`src/rtl/apb_master_bridge.sv`:
```
// APB requester: takes single host read/write commands, decodes one-hot PSEL for GPIO/UART,
// runs SETUP/ACCESS with a wait-state timeout, and returns a one-cycle response pulse.
module apb_master_bridge #(
  parameter int ADDR_W  = 32,
  parameter int DATA_W  = 32,
  parameter int SEL_LSB = 12,
  parameter int TIMEOUT = 16
) (
  input  logic                  PCLK,
  input  logic                  PRESETn,
  input  logic                  cmd_valid,
  output logic                  cmd_ready,
  input  logic                  cmd_write,
  input  logic [ADDR_W-1:0]     cmd_addr,
  input  logic [DATA_W-1:0]     cmd_wdata,
  input  logic [2:0]            cmd_prot,
  output logic                  rsp_valid,
  output logic [DATA_W-1:0]     rsp_rdata,
  output logic [1:0]            rsp_code,
  output logic [1:0]            PSEL,
  output logic                  PENABLE,
  output logic [ADDR_W-1:0]     PADDR,
  output logic                  PWRITE,
  output logic [DATA_W-1:0]     PWDATA,
  output logic [2:0]            PPROT,
  input  logic [2*DATA_W-1:0]   PRDATA,
  input  logic [1:0]            PREADY,
  input  logic [1:0]            PSLVERR
);

  typedef enum logic [1:0] {S_IDLE, S_SETUP, S_ACCESS, S_RESP} state_t;

  localparam logic [1:0] RSP_OKAY    = 2'b00;
  localparam logic [1:0] RSP_SLVERR  = 2'b01;
  localparam logic [1:0] RSP_DECERR  = 2'b10;
  localparam logic [1:0] RSP_TIMEOUT = 2'b11;
  localparam logic [7:0] TIMEOUT_C   = 8'(TIMEOUT);

  state_t              state_q, state_d;
  logic [7:0]          cnt_q, cnt_d;
  logic [1:0]          sel_q, sel_d;
  logic                cmd_ready_q, cmd_ready_d;
  logic [1:0]          psel_q, psel_d;
  logic                penable_q, penable_d;
  logic [ADDR_W-1:0]   paddr_q, paddr_d;
  logic                pwrite_q, pwrite_d;
  logic [DATA_W-1:0]   pwdata_q, pwdata_d;
  logic [2:0]          pprot_q, pprot_d;
  logic                rsp_valid_q, rsp_valid_d;
  logic [DATA_W-1:0]   rsp_rdata_q, rsp_rdata_d;
  logic [1:0]          rsp_code_q, rsp_code_d;

  logic                accept, dec_err, pready_sel, pslverr_sel, timeout_hit;
  logic [1:0]          dec_field, dec_sel;
  logic [7:0]          cnt_inc;
  logic [DATA_W-1:0]   prdata_sel;

  // cmd_ready_q gates acceptance so nothing is taken on the reset-release edge
  assign accept    = (state_q == S_IDLE) && cmd_valid && cmd_ready_q;
  assign dec_field = cmd_addr[SEL_LSB+1:SEL_LSB];
  assign dec_err   = dec_field[1];
  assign dec_sel   = dec_field[0] ? 2'b10 : 2'b01;

  assign pready_sel  = |(PREADY & sel_q);
  assign pslverr_sel = |(PSLVERR & sel_q);
  assign prdata_sel  = sel_q[1] ? PRDATA[DATA_W +: DATA_W] : PRDATA[DATA_W-1:0];
  assign cnt_inc     = cnt_q + 8'd1;
  assign timeout_hit = (cnt_inc == TIMEOUT_C);

  always_ff @(posedge PCLK or negedge PRESETn) begin
    if (!PRESETn) begin
      state_q     <= S_IDLE;
      cnt_q       <= '0;
      sel_q       <= '0;
      cmd_ready_q <= 1'b0;
      psel_q      <= '0;
      penable_q   <= 1'b0;
      paddr_q     <= '0;
      pwrite_q    <= 1'b0;
      pwdata_q    <= '0;
      pprot_q     <= '0;
      rsp_valid_q <= 1'b0;
      rsp_rdata_q <= '0;
      rsp_code_q  <= '0;
    end else begin
      state_q     <= state_d;
      cnt_q       <= cnt_d;
      sel_q       <= sel_d;
      cmd_ready_q <= cmd_ready_d;
      psel_q      <= psel_d;
      penable_q   <= penable_d;
      paddr_q     <= paddr_d;
      pwrite_q    <= pwrite_d;
      pwdata_q    <= pwdata_d;
      pprot_q     <= pprot_d;
      rsp_valid_q <= rsp_valid_d;
      rsp_rdata_q <= rsp_rdata_d;
      rsp_code_q  <= rsp_code_d;
    end
  end

  always_comb begin
    state_d = state_q;
    cnt_d   = cnt_q;
    case (state_q)
      S_IDLE:   if (accept) state_d = dec_err ? S_RESP : S_SETUP;
      S_SETUP:  state_d = S_ACCESS;
      S_ACCESS: begin
        if (pready_sel || timeout_hit) state_d = S_RESP;
        if (!pready_sel) cnt_d = cnt_inc;
      end
      S_RESP: begin
        state_d = S_IDLE;
        cnt_d   = '0;
      end
      default:  state_d = S_IDLE;
    endcase
  end

  // Outputs are registered from the next state so the bus never sees a comb path from cmd_*
  always_comb begin
    sel_d       = sel_q;
    paddr_d     = paddr_q;
    pwrite_d    = pwrite_q;
    pwdata_d    = pwdata_q;
    pprot_d     = pprot_q;
    rsp_rdata_d = rsp_rdata_q;
    rsp_code_d  = rsp_code_q;
    if (accept) begin
      sel_d    = dec_err ? 2'b00 : dec_sel;
      paddr_d  = cmd_addr;
      pwrite_d = cmd_write;
      pwdata_d = cmd_wdata;
      pprot_d  = cmd_prot;
      if (dec_err) begin
        rsp_rdata_d = '0;
        rsp_code_d  = RSP_DECERR;
      end
    end
    if (state_q == S_ACCESS) begin
      if (pready_sel) begin
        rsp_rdata_d = (!pwrite_q && !pslverr_sel) ? prdata_sel : '0;
        rsp_code_d  = pslverr_sel ? RSP_SLVERR : RSP_OKAY;
      end else if (timeout_hit) begin
        rsp_rdata_d = '0;
        rsp_code_d  = RSP_TIMEOUT;
      end
    end
    cmd_ready_d = (state_d == S_IDLE);
    psel_d      = (state_d == S_SETUP || state_d == S_ACCESS) ? sel_d : 2'b00;
    penable_d   = (state_d == S_ACCESS);
    rsp_valid_d = (state_d == S_RESP);
  end

  assign cmd_ready = cmd_ready_q;
  assign PSEL      = psel_q;
  assign PENABLE   = penable_q;
  assign PADDR     = paddr_q;
  assign PWRITE    = pwrite_q;
  assign PWDATA    = pwdata_q;
  assign PPROT     = pprot_q;
  assign rsp_valid = rsp_valid_q;
  assign rsp_rdata = rsp_rdata_q;
  assign rsp_code  = rsp_code_q;

endmodule

```
`config.mk`:
```
export PLATFORM = sky130hd
export DESIGN_NAME = apb_master_bridge
export DESIGN_NICKNAME = d
export VERILOG_FILES = /design/src/rtl/apb_master_bridge.sv
export SDC_FILE = /design/constraint.sdc
export NUM_CORES = 1
export LEC_CHECK = 0
export ABC_CLOCK_PERIOD_IN_PS = 3200
export BUFFER_PORTS_ARGS = -buffer_cell sky130_fd_sc_hd__buf_4
export CORE_MARGIN = 2
export CORE_UTILIZATION = 47
export CTS_BUF_LIST = sky130_fd_sc_hd__clkbuf_8 sky130_fd_sc_hd__clkbuf_16
export DETAILED_ROUTE_END_ITERATION = 8
export PLACE_DENSITY = 0.9
export SKIP_CTS_REPAIR_TIMING = 1
export SYNTH_ARGS = -nofsm -noshare
export SYNTH_HDL_FRONTEND = slang
export SYNTH_SLANG_ARGS = --single-unit
export TNS_END_PERCENT = 30
```
`constraint.sdc`:
```
create_clock -name PCLK -period 3.2 [get_ports PCLK]
set_input_delay 0 -clock PCLK [delete_from_list [all_inputs] [get_ports PCLK]]
set_output_delay 0 -clock PCLK [all_outputs]
set_load 0.01 [all_outputs]
```
==> summary by stage, run 1 <==
Status
The run finished, with violations left. The checks that failed: hold timing.

Final layout
The share of cells above drive strength 1 is 0.328. The library cell used most frequently in the layout, excluding fill and tap cells, is buf_4. The final core utilization is 0.757. For this run, the post-layout net count is 1,027.

In the layout the commonest cells are 252 x buf_4, 246 x nand2_1, 118 x dfrtp_1. The synthesis-to-finish area growth is 58.9%. The filler cells instantiated in the layout total a little over 700. The number of standard cells in the layout, taps in and fillers out is between 1,000 and 1,500. Once layout is done, the placed cells without fillers occupy 8540 µm².

Synth
The post-synthesis async set-or-reset flop share is 1.00. The synthesized netlist net count is 721. The dominant synthesized flop cell is dfrtp_1. The top cell type by total area after synthesis is dfrtp_1. Of the synthesized area, sequential elements account for 0.554. The post-synthesis instance area is 5370 µm². The top cell type's share of synthesized area is 0.554. The post-synthesis cell count is 576. The count of state elements after synthesis is around 120. The post-synthesis average cell area is 9.33 µm². For this run, the number of Yosys warnings is 0. Counting distinct cell types in the post-synthesis netlist gives 38.

Sorting the synthesized cells by area gives the leading types as dfrtp_1 55%, nand2_1 17%, mux2i_1 6.0%, a31o_1 4.9%, o21ai_0 4.2%. The number of enable flip-flop cells after synthesis is 0.

Route
The count of routing violations after the opening detailed-route iteration is 387. The via count is 5,523. Once detail routing completed, the nets flagged for antenna violations numbered 0.

The routed design has 18,300 µm of wire. In the routed design, unresolved DRC markers number 0. The average wire per cell in the routed design is 17.6 µm. The first detailed-routing pass ran for 6 iterations.

The average via count per standard cell is ~5.3.

Clock network
After clock tree synthesis, the clock-pin slew on the worst setup and hold paths is 50 ps. TritonCTS built the clock tree. Buffers inserted during clock tree synthesis total 17. The maximum level of the CTS H-tree is 4.

For this design, the sink count on the clock tree is between 100 and 150. The longest clock path from root to sink contains 2 buffers. The source-to-sink clock delay at the later pin of the worst-skew pair is 410 ps. The tree is rooted in a clkbuf_16.

Floorplan
The die covers 12,300 µm². After floorplanning, the core was divided into 39 placement rows. In this run the count of I/O pins placed on the die edge is 246. In this run the vertical extent of the chip is between 100 and 150 µm. The placeable core area is 11,300 µm². The initial standard-cell utilization of the core is 0.477.

The horizontal extent of the die is 111 µm.

Power
The design draws 7.68 mW. The worst IR drop on VDD is approximately 0.57 mV. The analysis attributes to cell leakage a power of 4.31 nW. Dividing total power by cell area gives a power density of 900 nW/µm².

STA
The max-slew violation total from the final report is 0. The worst clock skew is 7.83 ps. The worst-margin pin slew is roughly 1000 ps. Dividing the final minimum period by the clock period gives 0.737. The worst relative slew slack is 0.344. The routed design could run at a clock period as short as ~2400 ps. Setup repair after global routing left no endpoint under its margin. The final count of hold timing violations came to 12. The setup-violating endpoint count in the final report is 0. Adding up every negative setup slack in the final design gives 0 ps. The post-route worst hold slack is -16.3 ps. Setup slack closes at 841 ps. Based on the critical path, the design can be clocked at up to 424 MHz.

Placement
Port buffering added about 250 buffers. The detailed placer's ending HPWL is 10,300 µm. The congestion estimate from routability-driven global placement came to between 0.8 and 0.9. Timing analysis after detailed placement gives a worst setup slack of 836 ps. The number of placed instances, taps included is 935. The area after detailed placement is 7290 µm².

Setup path
Data on the critical path arrives at its endpoint at 2660 ps. The endpoint class of the critical path is a flop. The critical path class is reg2reg. The kind of launch point of the worst setup path is a flop. The required time reported for the critical path endpoint is 3500 ps. The depth of the worst register-to-register path is 8. The top fanout value on the critical path is 6.

Global routing
The pin count of the biggest net entering global routing is 79. The number of global-route vias before repair was 4,998. The wire length of the first global-routing pass is around 24,000 µm. The initial antenna violation count is 1. The global-route usage over all layers is 0.247. Summed over all layers, the global routing overflow is 0.

Min path
Along the worst hold path, the cell count comes to 4. The path class of the tightest hold or removal check is in2reg.

Flow run
Max-cap violations in this run came to 0.
## Yosys cell counts, drive strengths merged, types with 3 or more instances
cell    number
a21oi        6
a31o        32
and2         4
buf         10
clkbuf      27
dfrtp      119
ha           6
inv          4
mux2         3
mux2i       32
nand2      246
nand3        4
nor2         7
o21ai       47
o31ai        4
or3          4
## registers in the layout, indices dropped and copies added, names as in the netlist, 2 cells and up
name       cells
PSEL           2
PPROT          3
state_q        2
PADDR         32
rsp_rdata     32
sel_q          2
PWDATA        32
cnt_q          8
rsp_code       2
## area by class of cell
type	count	area [µm²]	share of cell area
diodes	1	2.50	0.000293
well taps	143	179	0.0210
multi-input cells	416	2200	0.258
clock inverters	10	83.8	0.00982
inverters	4	15.0	0.00176
repair buffers	324	2620	0.307
clock buffers	19	453	0.0531
flip-flops and latches	119	2980	0.349
## metal layers
metal / wire length, µm / global-route usage / part of all wire
met5: 0 / 0 / 0
met4: 770 / 0.0933 / 0.042
met3: 1530 / 0.0837 / 0.084
met2: 9390 / 0.402 / 0.51
met1: 6560 / 0.307 / 0.36
## worst paths after layout
path	from	to	slack [ps]
hold / removal	PRDATA[45]	rsp_rdata[13]$_DFF_PN0_	-20
hold reg to reg	PADDR[20]$_DFFE_PN0P_	PADDR[20]$_DFFE_PN0P_	470
setup / recovery	cnt_q[0]$_DFFE_PN0P_	PSEL[0]$_DFF_PN0_	840
setup reg to reg	cnt_q[0]$_DFFE_PN0P_	PSEL[0]$_DFF_PN0_	840
max in group asynchronous	PRESETn	PADDR[18]$_DFFE_PN0P_	2130
min in group asynchronous	PRESETn	PWDATA[20]$_DFFE_PN0P_	290
## worst max-delay path, cell delays in order (launching register included)
cell     delay (ps)
dfrtp_1         430
ha_1            270
or4_1           520
o41ai_1          90
a21oi_2          80
o31a_2          310
o21ai_0         160
ha_1            250
and2_1          140
## cells by family (layout without fill, tap and decap cells)
family	after synthesis	in the layout	share of synthesized area
and+or+nand+nor	273	273	0.199
DFF	119	119	0.554
muxes	35	35	0.0659
adders and majority gates	6	6	0.0140
xor gates and xnor gates	2	2	0.00326
buffers and inverters	41	357	0.0382
AOI/OAI and AO/OA	100	100	0.125
other	0	1	0
## power by group
group	leakage, nW	internal (mW)	switching, mW	total (mW)
logic	2.64	1.60	1.74	3.34
registers	1.41	2.13	0.455	2.59
clock network	0.260	1.08	0.668	1.75
No activity file was read; power rests on OpenSTA's default activity.
==> inputs of run 2 (changes only) <==
- ABC_CLOCK_PERIOD_IN_PS: 3200 -> 2029
- CORE_UTILIZATION: 47 -> 43
- PLACE_DENSITY: 0.9 -> 0.87
- clock period: 3.2 -> 2.03 ns (I/O delays scaled with it)
==> run 2 against run 1 <==
Against the previous run: the flow finishes with violations (hold timing, setup timing); first-iteration DRC count is 26% higher; worst setup slack worse by 950 ps; core utilization decreased by 2.9 points; critical path type unchanged; largest power group unchanged; highest routed layer unchanged.
==> summary by stage, run 2 (synthesized netlist as in run 1, its figures left out) <==
Status
Result of the run: complete, but fails checks (unchanged). Violations in the final reports: hold timing, setup timing (was hold timing).

Power
The worst IR drop on VDD is 0.874 mV (was 0.565 mV). The power density normalized to cell area is 1400 nW/µm² (was 900 nW/µm²). The leakage power summed over all cells is 4.43 nW (was 4.31 nW).

The overall power is 12.4 mW (was 7.68 mW).

Flow run
The max-capacitance violation count is 0 (unchanged).

Floorplan
The number of cell rows is 40 (was 39). The number of I/O pins is 246 (unchanged). The placeable core area was 12,100 µm² (was 11,300 µm²). The vertical die dimension came to 116 µm (was 111 µm). The area enclosed by the die boundary came to 13,400 µm² (was 12,300 µm²). The initial standard-cell utilization of the core is 0.443 (was 0.477). The horizontal extent of the die is 116 µm (was 111 µm).

Placement
The global placement routability congestion is 0.840 (was 0.839). The number of buffers inserted by port buffering is 245 (unchanged). The detailed placer's ending HPWL is 10,800 µm (was 10,300 µm).

The number of placed instances, taps included was 975 (was 935).

Global routing
The pin count of the biggest net entering global routing is 45 (was 79). The initial antenna violation count was 0 (was 1). The aggregate global routing overflow was 0 (unchanged). The number of global-route vias before repair is 4,752 (was 4,998). The global-route usage over all layers is 0.221 (was 0.247).

The wire length of the first global-routing pass was 23,300 µm (was 24,300 µm).

Final layout
The synthesis-to-finish area growth was 64.2% (was 58.9%). The final layout net count was 1,046 (was 1,027). Most frequent cells in the layout: 265 x buf_4, 246 x nand2_1, 118 x dfrtp_1 (was 252 x buf_4, 246 x nand2_1, 118 x dfrtp_1). The most common library cell in the layout ignoring fill and taps is buf_4 (unchanged). The share of cells above drive strength 1 came to 0.348 (was 0.328).

The number of standard cells in the layout, taps in and fillers out is 1,083 (was 1,036). The final core utilization is 0.728 (was 0.757).

Setup path
The critical path class is reg2reg (unchanged). The endpoint class of the critical path is a flop (unchanged). The required time reported for the critical path endpoint is 2330 ps (was 3500 ps). The kind of launch point of the worst setup path is a flop (unchanged). The top fanout value on the critical path was 3 (was 6). The arrival time of data at the critical path endpoint is 2440 ps (was 2660 ps).

Clock network
The TritonCTS buffer count is 17 (unchanged). The maximum level of the CTS H-tree is 4 (unchanged). The clock tree from TritonCTS is built (unchanged). The largest buffer count on any clock path is 2 (unchanged). The clock root buffer is clkbuf_16 (unchanged).

The source-to-sink clock delay at the later pin of the worst-skew pair came to 410 ps (about the same). The clock sink total is 119 (unchanged). The clock input transition at the sequential cells of the worst setup and hold paths is 60 ps (was 50 ps).

STA
The maximum achievable frequency is 467 MHz (was 424 MHz). The setup-violating endpoint count in the final report is 34 (was 0). Setup repair after global routing missed its margin: yes (was no). The max-slew violation total from the final report is 0 (unchanged). The post-route worst hold slack is -17.0 ps (was -16.3 ps). The final count of hold timing violations is 10 (was 12). The worst clock skew is 12.0 ps (was 7.83 ps). The worst relative slew slack came to 0.658 (was 0.344). The post-route worst setup slack was -112 ps (was 841 ps). The final period demand of the worst path is 2140 ps (was 2360 ps).

The setup TNS after final layout came to -1990 ps (was 0 ps). The final clock period utilization by the worst path came to 1.06 (was 0.737). The worst-margin pin slew was 512 ps (was 984 ps).

Route
The average wire per cell in the routed design is 16.0 µm (was 17.6 µm). The sum of routed wire length over all layers is 17,400 µm (was 18,300 µm). The routed length on met3 is 1050 µm (was 1530 µm). The detailed-routed wire length on met2 is 9240 µm (was 9390 µm). The residual DRC count is 0 (unchanged). The number of iterations in the first detailed-routing pass was 4 (was 6). The uppermost layer routed is met4 (unchanged).

The via count is 5,404 (was 5,523). The post-route met1 wirelength is 6700 µm (was 6560 µm). The number of nets with antenna violations after routing is 0 (unchanged).

The average via count per standard cell is 4.99 (was 5.33). The count of routing violations after the opening detailed-route iteration is 489 (was 387).

Min path
The path class of the lowest-slack min-delay path is in2reg (unchanged).
## run 2: cell types whose count changed in the layout (fill, tap and decap cells not counted), moves of 2 or more
cell,delta
o21ai_0,-2
buf_4,+13
inv_6,+2
dlygate4sd3_1,+3
clkinv_4,+3
buf_12,+3
## run 2: final cells by class
class                   instances  area [µm²]
clock inverters                14         126
flip-flops and latches        119        2980
inverters                       4        15.0
repair buffers                343        2810
multi-input cells             416        2230
clock buffers                  18         439
diodes                          1        2.50
fillers                       863        3290
well taps                     168         210
## run 2: worst paths after layout
kind	from	endpoint	slack, ps	cells past startpoint
worst max-delay path	cnt_q[1]$_DFFE_PN0P_	PSEL[0]$_DFF_PN0_	-110	8
worst min-delay path	PRDATA[3]	rsp_rdata[3]$_DFF_PN0_	-20	4
worst max register to register	cnt_q[1]$_DFFE_PN0P_	PSEL[0]$_DFF_PN0_	-110	8
worst min register to register	PWDATA[3]$_DFFE_PN0P_	PWDATA[3]$_DFFE_PN0P_	480	2
max in group asynchronous	PRESETn	PADDR[27]$_DFFE_PN0P_	1270	3
min in group asynchronous	PRESETn	rsp_rdata[30]$_DFF_PN0_	60	2
## run 2: power by group
part	internal, mW	switching [mW]
clock network	1.72	1.11
logic	2.73	2.78
registers	3.36	0.669
total	7.81	4.56
## run 2: per-layer routing
metal,vias to the layer above,track usage
li1,2567,-
met1,2590,0.276
met2,213,0.379
met3,34,0.0607
met4,0,0.0667
met5,-,0
## run 2: critical path, stage by stage, from the launching register on
cell     delay, ps
dfrtp_1        410
ha_4           180
or4_4          480
o41ai_2         70
a21oi_2         70
o31a_2         320
o21ai_2        130
ha_1           250
and2_1         140
## run 2: per-stage QoR
step	area [µm²]	setup slack (ps)
finish	8820	-112
global placement	7480	-73.5
global route	8810	-178
detailed placement	7480	-190
floorplan	5380	-88.5
CTS	8040	-196
==> inputs of run 3 (changes only) <==
- CORE_ASPECT_RATIO: not set -> 1.1
==> run 3 against run 2 <==
Against the previous run: combinational power up 3%; sequential share of layout area down 0.22 points; register-to-register slack about the same; the run still ends with hold timing, setup timing left; routed wire length up 7.4%; worst hold slack better by 9.6 ps; fmax up 0.59%; largest power group unchanged; first-iteration DRC count down 13%; cell count down 1.6%; sequential power about the same; final area up 0.67%; global-route usage up 0.89 points.
==> summary by stage, run 3 (synthesized netlist as in run 1, its figures left out) <==
Clock network
The clock sink total is 119 (unchanged). The clock root buffer was clkbuf_16 (unchanged). The clock input transition at the sequential cells of the worst setup and hold paths is 60 ps (about the same).

The TritonCTS buffer count is 17 (unchanged). The largest buffer count on any clock path is 2 (unchanged). The source-to-sink clock delay at the later pin of the worst-skew pair is 400 ps (was 410 ps). The maximum level of the CTS H-tree is 4 (unchanged).

The clock tree from TritonCTS is built (unchanged).

Final layout
The most common library cell in the layout ignoring fill and taps is buf_4 (unchanged). The register cell area after layout is 2980 µm² (unchanged). The number of inserted diodes is 0 (was 1). The final core utilization is 0.731 (was 0.728). The final layout net count is 1,044 (was 1,046).

The area occupied by multi-input gates is 2250 µm² (was 2230 µm²). The share of cells above drive strength 1 was 0.356 (was 0.348). Most frequent cells in the layout: 267 x buf_4, 245 x nand2_1, 118 x dfrtp_1 (was 265 x buf_4, 246 x nand2_1, 118 x dfrtp_1). The synthesis-to-finish area growth is 65.2% (was 64.2%). The count of filler cells inserted in the layout is 835 (was 863).

Setup path
The slowest cell on the critical path is or4_4 (unchanged). The arrival time of data at the critical path endpoint is 2420 ps (was 2440 ps). The kind of launch point of the worst setup path is a flop (unchanged). Chain of cells forming the critical path: ha_4, or4_4, o41ai_2, a21oi_2, or3_1, buf_12, a31o_2 (was ha_4, or4_4, o41ai_2, a21oi_2, o31a_2, o21ai_2, ha_1, and2_1). The peak per-stage delay on the critical path came to 470 ps (was 480 ps). The endpoint class of the critical path is a flop (unchanged).

The critical path class is reg2reg (unchanged). The required time reported for the critical path endpoint was 2320 ps (was 2330 ps). The depth of the worst register-to-register path is 7 (was 8). The top fanout value on the critical path is 34 (was 3).

STA
The worst relative slew slack is 0.637 (was 0.658). The maximum achievable frequency was 470 MHz (was 467 MHz). The setup TNS after final layout is -2640 ps (was -1990 ps). The final period demand of the worst path is 2130 ps (was 2140 ps). The post-route worst setup slack is -99.4 ps (was -112 ps). The final count of hold timing violations was 4 (was 10). The max-slew violation total from the final report came to 0 (unchanged). Setup repair after global routing missed its margin: yes (unchanged). The post-route worst hold slack is -7.42 ps (was -17.0 ps).

The final clock period utilization by the worst path was 1.05 (was 1.06). The worst-margin pin slew came to 545 ps (was 512 ps). The worst clock skew was 14.4 ps (was 12.0 ps). The setup-violating endpoint count in the final report is 35 (was 34).

Route
The average wire per cell in the routed design is 17.5 µm (was 16.0 µm). The number of iterations in the first detailed-routing pass was 8 (was 4). The via count came to 5,509 (was 5,404). The number of nets with antenna violations after routing is 0 (unchanged). The residual DRC count is 0 (unchanged). The sum of routed wire length over all layers is 18,700 µm (was 17,400 µm). The average via count per standard cell is 5.17 (was 4.99). The count of routing violations after the opening detailed-route iteration is 423 (was 489).

Floorplan
The vertical die dimension is 121 µm (was 116 µm). The area enclosed by the die boundary is 13,400 µm² (about the same). The placeable core area was 12,100 µm² (about the same). The number of I/O pins is 246 (unchanged). The number of cell rows is 42 (was 40). The horizontal extent of the die was 111 µm (was 116 µm).

The initial standard-cell utilization of the core is 0.442 (was 0.443).

Global routing
The number of global-route vias before repair is 5,137 (was 4,752). The wire length of the first global-routing pass is 24,700 µm (was 23,300 µm). The initial antenna violation count is 0 (unchanged). The pin count of the biggest net entering global routing was 68 (was 45). The aggregate global routing overflow came to 0 (unchanged).

The global-route usage over all layers is 0.230 (was 0.221).

Power
The power density normalized to cell area is 1470 nW/µm² (was 1400 nW/µm²). The leakage power summed over all cells is 4.47 nW (was 4.43 nW). The overall power is 13.0 mW (was 12.4 mW). The worst IR drop on VDD is 0.791 mV (was 0.874 mV).

Flow run
The max-capacitance violation count came to 0 (unchanged).

Placement
The post-placement worst setup slack came to -140 ps (was -190 ps). The global placement routability congestion was 0.772 (was 0.840). The detailed placer's ending HPWL came to 11,200 µm (was 10,800 µm). The number of buffers inserted by port buffering is 245 (unchanged).

Status
Violations in the final reports: hold timing, setup timing (unchanged). Result of the run: complete, but fails checks (unchanged).

Min path
The path class of the lowest-slack min-delay path is in2reg (unchanged). The worst hold path stage count is 4 (unchanged).
-- run 3: path summary, 6_finish.rpt --
| check | start | end | slack [ps] |
|---|---|---|---|
| setup / recovery | cnt_q[0]$_DFFE_PN0P_ | rsp_rdata[0]$_DFF_PN0_ | -100 |
| hold / removal | PRDATA[20] | rsp_rdata[20]$_DFF_PN0_ | -7 |
| setup reg to reg | cnt_q[0]$_DFFE_PN0P_ | rsp_rdata[0]$_DFF_PN0_ | -100 |
| hold reg to reg | PADDR[13]$_DFFE_PN0P_ | PADDR[13]$_DFFE_PN0P_ | 470 |
| max in group asynchronous | PRESETn | PWDATA[2]$_DFFE_PN0P_ | 1240 |
| min in group asynchronous | PRESETn | PADDR[14]$_DFFE_PN0P_ | 110 |
-- run 3: layer usage --
layer | part of all wire | GRT usage
met5 | 0 | 0
met4 | 0.031 | 0.0789
met3 | 0.063 | 0.0654
met2 | 0.55 | 0.410
met1 | 0.35 | 0.268
-- run 3: metrics by stage --
step | std cells | cell area [µm²] | hold slack [ps]
2_1_floorplan | 576 | 5380 | -296
3_3_place_gp | 964 | 7480 | 10.8
3_5_place_dp | 964 | 7480 | 14.7
4_1_cts | 996 | 8140 | -414
5_1_grt | 1066 | 8880 | 23.4
6_report | 1066 | 8880 | -7.42
-- run 3: layout make-up --
cell class                 instances  share of cell area
inverter                           4             0.00169
multi-input combinational        416               0.254
clock buffer                      17              0.0479
tap                              154              0.0217
timing repair buffer             341               0.314
clock inverter                    15              0.0255
sequential                       119               0.336
-- run 3: worst max-delay path: cells and delay by family (launching register included) --
kind	cells	cell delay [ps]
AND/OR/NAND/NOR	2	840
flip-flops	1	400
AO/OA/AOI/OAI	3	390
buffers and inverters	1	190
adder cells (fa/ha/maj)	1	180
-- run 3: report_power, final --
part,switching (mW),internal (mW)
Sequential,0.678,3.36
Combinational,2.89,2.80
Clock,1.10,2.18
